$ cat src/rtl/keypad_pkg.sv
// keypad_pkg: column state encoding, key map and frame-result encoding for the keypad scanner
package keypad_pkg;
  localparam logic [2:0] IDLE = 3'd0;
  localparam logic [2:0] C0   = 3'd1;
  localparam logic [2:0] C1   = 3'd2;
  localparam logic [2:0] C2   = 3'd3;
  localparam logic [2:0] C3   = 3'd4;
  localparam logic [4:0] NONE = 5'b0_0000;
  localparam logic [3:0] KEY_MAP [16] = '{
    4'h1, 4'h2, 4'h3, 4'hA,
    4'h4, 4'h5, 4'h6, 4'hB,
    4'h7, 4'h8, 4'h9, 4'hC,
    4'h0, 4'hF, 4'hE, 4'hD
  };
endpackage

$ cat src/rtl/keypad_scan_tick.sv
// scan_tick_gen: one-cycle tick every DIV cycles while enabled
// ports: clk, reset_n (async, active-low), enable (counter held at 0 when low), tick
module scan_tick_gen #(
  parameter int DIV = 4
) (
  input  logic clk,
  input  logic reset_n,
  input  logic enable,
  output logic tick
);
  localparam int W = $clog2(DIV);
  localparam logic [W-1:0] LAST = W'(DIV - 1);
  logic [W-1:0] cnt_q, cnt_d;
  always_comb begin
    tick = enable && cnt_q == LAST;
    cnt_d = (!enable || tick) ? '0 : cnt_q + 1'b1;
  end
  always_ff @(posedge clk or negedge reset_n)
    if (!reset_n) cnt_q <= '0;
    else cnt_q <= cnt_d;
endmodule

$ cat src/rtl/keypad_scan.sv
// keypad_scan: scanned 4x4 keypad reader with frame debounce and ghost rejection
// ports: clk, reset_n (async, active-low), enable, row (active-low) in; col (one-hot-low), key_code, key_valid, key_held out
module keypad_scan
  import keypad_pkg::*;
#(
  parameter int CLK_HZ         = 100_000_000,
  parameter int SCAN_HZ        = 1000,
  parameter int DEBOUNCE_SCANS = 4
) (
  input  logic       clk,
  input  logic       reset_n,
  input  logic       enable,
  input  logic [3:0] row,
  output logic [3:0] col,
  output logic [3:0] key_code,
  output logic       key_valid,
  output logic       key_held
);
  localparam int DIV = CLK_HZ / SCAN_HZ;
  localparam int CW = $clog2(DEBOUNCE_SCANS + 1);
  localparam logic [CW-1:0] DB_MAX = CW'(DEBOUNCE_SCANS);
  if (DIV < 4) begin : g_div_check
    $error("keypad_scan: CLK_HZ/SCAN_HZ must be at least 4");
  end
  logic [3:0] row_m_q, row_s_q;
  logic [2:0] state_q, state_d;
  logic [2:0][3:0] rows_q, rows_d;
  logic [4:0] prev_q, prev_d;
  logic [CW-1:0] cnt_q, cnt_d, cnt_next;
  logic [3:0] key_code_q, key_code_d;
  logic key_valid_q, key_valid_d, key_held_q, key_held_d;
  logic tick, frame_done, same, reach, commit;
  logic [3:0][3:0] col_rows;
  logic [4:0] res, lows;
  scan_tick_gen #(.DIV(DIV)) u_tick (
    .clk    (clk),
    .reset_n(reset_n),
    .enable (enable && state_q != IDLE),
    .tick   (tick)
  );
  always_comb begin
    state_d = !enable ? IDLE : state_q == IDLE ? C0 : !tick ? state_q : state_q == C3 ? C0 : state_q + 3'd1;
    col = state_q == C0 ? 4'b1110 : state_q == C1 ? 4'b1101 : state_q == C2 ? 4'b1011 : state_q == C3 ? 4'b0111 : 4'b1111;
    rows_d = rows_q;
    for (int c = 0; c < 3; c++) if (tick && state_q == 3'(c + 1)) rows_d[c] = row_s_q;
    // the C3 column is taken straight from the synchronizer on the completing tick
    col_rows = {row_s_q, rows_q};
    res = NONE;
    lows = '0;
    for (int i = 0; i < 16; i++)
      if (!col_rows[i % 4][i / 4]) begin
        lows = lows + 5'd1;
        res = {1'b1, KEY_MAP[i]};
      end
    if (lows != 5'd1) res = NONE;
    frame_done = tick && state_q == C3;
    same = res == prev_q;
    cnt_next = !same ? CW'(1) : cnt_q == DB_MAX ? DB_MAX : cnt_q + 1'b1;
    // only the first arrival at the threshold acts; a saturated repeat does not
    reach = cnt_next == DB_MAX && (cnt_q != DB_MAX || !same);
    commit = frame_done && reach && res[4] && (res[3:0] != key_code_q || !key_held_q);
    prev_d = !enable ? NONE : frame_done ? res : prev_q;
    cnt_d = !enable ? '0 : frame_done ? cnt_next : cnt_q;
    key_valid_d = commit;
    key_code_d = commit ? res[3:0] : key_code_q;
    key_held_d = !enable ? 1'b0 : (frame_done && reach) ? res[4] : key_held_q;
  end
  always_ff @(posedge clk or negedge reset_n)
    if (!reset_n) begin
      row_m_q     <= 4'hF;
      row_s_q     <= 4'hF;
      state_q     <= IDLE;
      rows_q      <= '1;
      prev_q      <= NONE;
      cnt_q       <= '0;
      key_code_q  <= 4'h0;
      key_valid_q <= 1'b0;
      key_held_q  <= 1'b0;
    end else begin
      row_m_q     <= row;
      row_s_q     <= row_m_q;
      state_q     <= state_d;
      rows_q      <= rows_d;
      prev_q      <= prev_d;
      cnt_q       <= cnt_d;
      key_code_q  <= key_code_d;
      key_valid_q <= key_valid_d;
      key_held_q  <= key_held_d;
    end
  assign key_code  = key_code_q;
  assign key_valid = key_valid_q;
  assign key_held  = key_held_q;
endmodule

$ cat config.mk
export PLATFORM = sky130hd
export DESIGN_NAME = keypad_scan
export DESIGN_NICKNAME = d
export VERILOG_FILES = /design/src/rtl/keypad_pkg.sv /design/src/rtl/keypad_scan_tick.sv /design/src/rtl/keypad_scan.sv
export SDC_FILE = /design/constraint.sdc
export NUM_CORES = 1
export LEC_CHECK = 0
export CORE_UTILIZATION = 45
export CTS_BUF_LIST = sky130_fd_sc_hd__clkbuf_16
export CTS_CLUSTER_SIZE = 24
export DETAILED_ROUTE_END_ITERATION = 7
export GPL_TIMING_DRIVEN = 1
export HOLD_SLACK_MARGIN = 0.1
export PLACE_DENSITY = 0.66
export SLEW_MARGIN = 5
export SYNTH_ARGS = -nofsm -noshare
export SYNTH_HDL_FRONTEND = slang
export SYNTH_SLANG_ARGS = --single-unit
$ cat constraint.sdc
create_clock -name clk -period 11.6 [get_ports clk]
set_clock_uncertainty 0.05 [all_clocks]
set_input_delay 2.32 -clock clk [delete_from_list [all_inputs] [get_ports clk]]
set_output_delay 2.32 -clock clk [all_outputs]
set_load 0.02 [all_outputs]
-- Yosys cells after proc, flatten, opt, wreduce, memory -nomap -nowiden
Index checks and enable logic that the tools add are counted.
- add/sub/neg operators: 18
- multiply operators: 0
- divide/modulo/power cells: 0
- magnitude comparators: 0
- eq/ne operators: 14
- shift operators: 0
- mux-type cells: 50
- bitwise logic cells: 0
- reductions and logical operators: 18
- operators by type and width (kind ; number):
    $mux 5 ; 34
    $add 5x1->5 const B ; 15
    $mux 3 ; 8
    $add 17x1->17 const B ; 1
    $eq 17x17->1 const B ; 1
    $mux 17 ; 1
    $mux 4 ; 4
    $logic_and 1x1->1 ; 10
    $eq 3x3->1 const B ; 3
    $add 3x1->3 const B ; 2
    $eq 3x2->1 const B ; 2
    $eq 5x5->1 ; 1
    $ne 5x1->1 const B ; 1
    $ne 2x1->1 const B ; 2
    $ne 4x4->1 ; 1
    $eq 3x1->1 const B ; 1
    $logic_not 1->1 ; 3
    $logic_not 3->1 ; 1
    $logic_or 1x1->1 ; 3
    $mux 1 ; 3
    $ne 3x1->1 const B ; 1
    $ne 3x3->1 const B ; 1
    $reduce_bool 3->1 ; 1
- register bits after elaboration: 54
- latch bits: 0
- memory bits (writable): 0
- memory bits (read-only): 0
- input bits: 7
- output and inout port bits: 10
- logic and storage cells: 112
- memories: 0

-- Depth between registers and ports, before layout
- depth in word-level cells: 40
- gate-level depth with buffers: 52
- gate-level depth less buffers: 52

-- Cells and area by module
A second synthesis with hierarchy kept.
- cells, all modules: 480
- area total of the unflattened synthesis: 4574.4 um^2
- modules (own cells, without submodules) (module ; times used ; cells each ; area an instance (um^2) ; sequential area each (um^2)):
    keypad_scan ; 1 ; 394 ; 3711.1 ; 950.9
    scan_tick_gen ; 1 ; 86 ; 863.3 ; 425.4

-- Least setup slack after synthesis
Ideal clock, no wire load.
- path kind: flip-flop to flip-flop
- start point: register rows_q, in the netlist col_rows[0]
- end point: register key_code_q[1], in the netlist key_code[1]
- setup time: 125 ps
- arrival: 10255 ps
- required time: 11425 ps
- setup slack: 1170 ps
- cell stages (with the launch flop): 52
- buffers on the path: 0
- clock period less this slack: 10430 ps
- path through: dfstp_2 -> inv_1 -> ha_1 -> xnor2_1 -> ha_1 -> nand2b_1 -> nand2_1 -> ha_1 -> nor2b_1 -> a21o_1 -> ha_1 -> nand2_1 -> nand3_1 -> ha_1 -> mux2_2 -> ha_1 -> or2_2 -> nand2_1 -> [16 not listed] -> nor2_1 -> a21oi_1 -> a31o_2 -> ha_1 -> mux2_2 -> ha_1 -> mux2_2 -> ha_1 -> nand2b_1 -> xnor2_1 -> xnor2_1 -> xnor2_1 -> a311oi_4 -> nand2_4 -> nor4b_2 -> a2bb2o_4 -> nor4_4 -> mux2_4
- longest elaborated chain between the ends: 40
- elaborated cells on any way between the ends: 60
- classes of those cells: add/sub (15); eq/ne (4); mux (34); reduce/logical (7)
- ends and longest elaborated chain (item ; line ; source):
    from (decl) ; keypad_scan.sv:27 ; logic [2:0][3:0] rows_q, rows_d;
    from (signal assigned) ; keypad_scan.sv:83 ; rows_q <= rows_d;
    $mux 1 ; keypad_scan.sv:51 ; if (!col_rows[i % 4][i / 4]) begin
    $add 5x1->5 ; keypad_scan.sv:52 ; lows = lows + 5'd1;
    $mux 5 ; keypad_scan.sv:51 ;
    $add 5x1->5 ; keypad_scan.sv:52 ;
    $mux 5 ; keypad_scan.sv:51 ;
    $add 5x1->5 ; keypad_scan.sv:52 ;
    $mux 5 ; keypad_scan.sv:51 ;
    $add 5x1->5 ; keypad_scan.sv:52 ;
    [22 not listed] ; - ;
    $mux 5 ; keypad_scan.sv:51 ;
    $ne 5x1->1 ; keypad_scan.sv:55 ; if (lows != 5'd1) res = NONE;
    $mux 5 (*) ; keypad_scan.sv:55 ;
    $eq 5x5->1 ; keypad_scan.sv:57 ; same = res == prev_q;
    $mux 3 or $logic_not 1->1 (tied branches) ; keypad_scan.sv:58, keypad_scan.sv:60 ;
    $eq 3x3->1 or $logic_or 1x1->1 (tied branches) ; keypad_scan.sv:60 ; reach = cnt_next == DB_MAX && (cnt_q != DB_MAX || !same);
    $logic_and 1x1->1 ; keypad_scan.sv:60 ;
    $logic_and 1x1->1 (3 in a row) ; keypad_scan.sv:61 ; commit = frame_done && reach && res[4] && (res[3:0] != key_code_q || !key_held_q);
    to (signal assigned) ; keypad_scan.sv:86 ; key_code_q <= key_code_d;
    to (decl) ; keypad_scan.sv:30 ; logic [3:0] key_code_q, key_code_d;
Every way passes the cells marked *; elsewhere a longest branch is shown, timed or not.
A chain may end at the register's enable or synchronous reset.

-- Worst setup path after layout
- start point: register rows_q, in the netlist col_rows[4]
- end point: register key_code_q[1], in the netlist key_code[1]
- longest elaborated chain between the ends: 38
- elaborated cells on any way between the ends: 57
- classes of those cells: add/sub (14); eq/ne (4); mux (32); reduce/logical (7)
- ends and longest elaborated chain (item ; line):
    $mux 5 ; keypad_scan.sv:51
    $add 5x1->5 ; keypad_scan.sv:52
    $mux 5 ; keypad_scan.sv:51
    $add 5x1->5 ; keypad_scan.sv:52
    $mux 5 ; keypad_scan.sv:51
    $add 5x1->5 ; keypad_scan.sv:52
    $mux 5 ; keypad_scan.sv:51
    $add 5x1->5 ; keypad_scan.sv:52
    [20 not listed] ; -
    $mux 5 ; keypad_scan.sv:51
    $ne 5x1->1 ; keypad_scan.sv:55
    $mux 5 (*) ; keypad_scan.sv:55
    $eq 5x5->1 ; keypad_scan.sv:57
    $mux 3 or $logic_not 1->1 (tied branches) ; keypad_scan.sv:58, keypad_scan.sv:60
    $eq 3x3->1 or $logic_or 1x1->1 (tied branches) ; keypad_scan.sv:60
    $logic_and 1x1->1 ; keypad_scan.sv:60
    $logic_and 1x1->1 (3 in a row) ; keypad_scan.sv:61
Marked as above.

==> key figures <==
Logic synthesis
  – Synthesis Warnings: 0
  – Area share of xor/xnor cells in the synthesized design: 0.1857
  – Share of synthesized cell area in and, or, nand and nor gates: 0.2268
  – Portion of netlist area occupied by mux cells: 0.04136
  – Instance count of the mapped netlist: 484
  – Mapped cell area: 4568 um^2
  – Primary flip-flop cell chosen by synthesis mapping: sky130_fd_sc_hd__dfrtp_1
  – Synthesized-area fraction occupied by adder cells: 0.06847
  – Share of the synthesized area in the top cell type: 0.1863
  – Post-synthesis area per instance: 9.438 um^2
  – Post-synthesis compound-gate area fraction: 0.1394
  – Syn nets: 516
  – Number of enable flip-flop cells after synthesis: 0
  – Dominant cell type by area after synthesis: sky130_fd_sc_hd__dfrtp_1
  – Flops & latches, synth: 54
  – Largest cells by area after synthesis: sky130_fd_sc_hd__dfrtp_1 19%, sky130_fd_sc_hd__dfstp_2 12%, sky130_fd_sc_hd__ha_1 6.8%
  – Count of distinct cell types in the synthesized netlist: 75
  – Share of flip-flops with an asynchronous set or reset after synthesis: 1.000
  – Dominant combinational cell family by area after synthesis: simple AND/OR/NAND/NOR gates
  – Portion of the post-synthesis area used by sequential elements: 0.3013

Clock network
  – Clock transition at the register clock pins on the worst setup and hold paths after CTS: 80 ps
  – Cell chosen for the clock root: sky130_fd_sc_hd__clkbuf_16
  – Level count of the clock H-tree: 2
  – Clock sink count: 54
  – Number of buffers created by CTS: 5
  – Insertion delay of the later-clocked pin in the worst-skew pair: 300 ps
  – Post-CTS Hold Fix Bufs: 0
  – Clock tree from TritonCTS: yes
  – Clock Path Buffers: 2
  – Buffers inserted during post-CTS setup optimization: 0

Die
  – Cell row count: 36
  – Die boundary height: 102.8 um
  – Die outline area: 10560 um^2
  – Top-level port count: 17
  – Horizontal die dimension: 102.8 um
  – Starting Density: 0.4652
  – Area inside the core boundary: 9819 um^2

Drt
  – First-iteration detailed-routing DRC count: 103
  – DRC violations left: 0
  – Remaining antenna violation count: 0
  – Wire per inst: 13.79 um
  – Number of vias after detailed routing: 3346
  – Vias/cell: 5.371
  – Drt total wl: 8593 um
  – Drt pass-1 iters: 6

Timing
  – Slew HR: 0.5526
  – Max-slew violations: 0
  – Final critical path time including I/O delays and setup: 11060 ps
  – Share of the clock period used by the worst path after layout: 0.9531
  – Achievable frequency: 90.45 MHz
  – Count of final hold-check violations: 0
  – Slew at the pin closest to its max-slew limit: 661.8 ps
  – Final number of setup-violating endpoints: 0

GRT
  – Number of antenna violations at the first check in global routing: 0
  – Congestion Overflow GR: 0
  – Maximum number of pins on one net before global-route repair: 55
  – Via count of the first global-routing pass: 3146
  – First-pass GRT wire length: 14770 um
  – Overall fraction of global-route tracks in use: 0.1771

Placed design
  – Buffers added on ports: 16
  – Placement-stage cell area: 4822 um^2
  – Post-Place Cells: 615
  – Routability congestion estimate: 0.8156
  – HPWL reported at the end of detailed placement: 6505 um

Layout
  – Proportion of layout cells with a drive suffix above 1: 0.1551
  – Filler instances: 936
  – Number of non-filler instances in the completed layout: 623
  – Antenna diode instance count: 0
  – Summed area of non-filler cells in the final layout: 5031 um^2
  – Commonest non-fill, non-tap cell in the layout: sky130_fd_sc_hd__nand2_1
  – Final-stage net count: 521
  – Layout overhead on the synthesized area: 10.13%
  – Commonest cells after routing, fill and taps aside: 45 x sky130_fd_sc_hd__nand2_1, 39 x sky130_fd_sc_hd__nor2_1, 34 x sky130_fd_sc_hd__dfrtp_1

Worst hold path
  – Worst min-delay path class: register to register

Power
  – LEAKAGE: 2.085 nW
  – Power density relative to cell area: 130.8 nW/um^2
  – Max rail drop VDD: 0.1012 mV

Status
  – Run status: finished clean

Setup path
  – Critical path's largest stage delay: 570 ps
  – Dominant cell type by count on the critical path: sky130_fd_sc_hd__ha_1
  – Cell with the largest stage delay on the worst path: sky130_fd_sc_hd__dfstp_2
  – Highest net fanout along the worst path: 8
  – Startpoint kind of the worst setup timing path: register
  – CP Class: register to register
  – Endpoint type of the worst setup path: register
  – Required time of the worst setup path: 11730 ps
  – WP data arrival: 11190 ps

Flow run
  – Count of maximum capacitance violations: 0
## sequential cells by signal, summed over array words and instances, names as in the netlist
register and count:
col_rows 12, prev_q 5, key_held 1, row_m_q 4
state_q 3, row_s_q 4, key_code 4, key_valid 1
u_tick.cnt_q 17, cnt_q 3
## worst paths after layout
| check | from | endpoint | slack, ps | cells after the start |
|---|---|---|---|---|
| max in group asynchronous | reset_n | u_tick.cnt_q[16] | 8970 | 2 |
| min in group asynchronous | reset_n | key_code[0] | 2090 | 2 |
| worst max register to register | col_rows[4] | key_code[1] | 540 | 48 |
| worst min register to register | row_m_q[1] | row_s_q[1] | 300 | 0 |
| worst max-delay path | col_rows[4] | key_code[1] | 540 | 48 |
| worst min-delay path | row_m_q[1] | row_s_q[1] | 300 | 0 |
## report_power, final
part	leakage (nW)	switching [mW]	internal (mW)
Clock	0.0704	0.0710	0.0813
Combinational	1.35	0.172	0.131
Sequential	0.665	0.00703	0.196
## cells in the mapped netlist, drive strengths merged (9+ instances only)
| cell type | instances |
|---|---|
| nor2 | 39 |
| xor2 | 21 |
| nand2b | 12 |
| nand2 | 46 |
| o21ai | 27 |
| dfstp | 20 |
| a21oi | 15 |
| ha | 25 |
| nand3 | 24 |
| nor2b | 17 |
| clkbuf | 16 |
| dfrtp | 34 |
| xnor2 | 34 |
| inv | 25 |
| nand4 | 9 |
| mux2 | 12 |
| xnor3 | 10 |
## critical path, delay by kind of cell (launching register included)
kind	cells	cell delay, ps
AO/OA/AOI/OAI	10	2040
flip-flops	1	570
multiplexers	4	1140
AND/OR/NAND/NOR	16	2440
buffers and inverters	1	80
XOR/XNOR	4	960
adder cells (fa/ha/maj)	13	3650
## cell type report
| cell class | count | area [um^2] | area share |
|---|---|---|---|
| clock buffer | 5 | 125.1 | 0.02487 |
| tap | 133 | 166.4 | 0.03308 |
| multi-input combinational | 386 | 3082 | 0.6125 |
| timing repair buffer | 17 | 162.7 | 0.03233 |
| sequential | 54 | 1376 | 0.2736 |
| clock inverter | 3 | 25.02 | 0.004974 |
| inverter | 25 | 93.84 | 0.01865 |
## timing repair
action | CTS | global route
endpoints found under the setup margin | 0 | 9
hold endpoints to repair | 0 | 0
gates resized for setup | 0 | 9
## metal layers
metal | share of wire | global-route usage | vias to the layer above
met5 | 0 | 0 | -
met1 | 0.49 | 0.2549 | 1576
met4 | 0.011 | 0.04875 | 0
met3 | 0.030 | 0.02373 | 7
li1 | - | - | 1713
met2 | 0.47 | 0.2800 | 50
## metrics by stage
step	util	hold WS [ps]	power (mW)	setup slack, ps	TNS (ps)
3_5_place_dp	0.4911	296.8	0.5034	352.1	0
3_3_place_gp	0.4911	296.2	0.4956	698.0	0
6_report	0.5124	299.2	0.6579	543.6	0
5_1_grt	0.5124	303.0	0.7036	-50.51	-50.51
4_1_cts	0.5064	301.9	0.6600	281.1	0
2_1_floorplan	-	295.2	0.4457	1170	0
## cell families (layout without fill, tap and decap cells)
kind of cell / count (synthesis) / after routing
compound gates: 87 / 87
xor+xnor: 67 / 67
buf+inv: 44 / 50
simple gates: 190 / 190
mux: 17 / 17
flops: 54 / 54
fa+ha+maj: 25 / 25
Note: power is estimated with default switching activity, not from simulation.
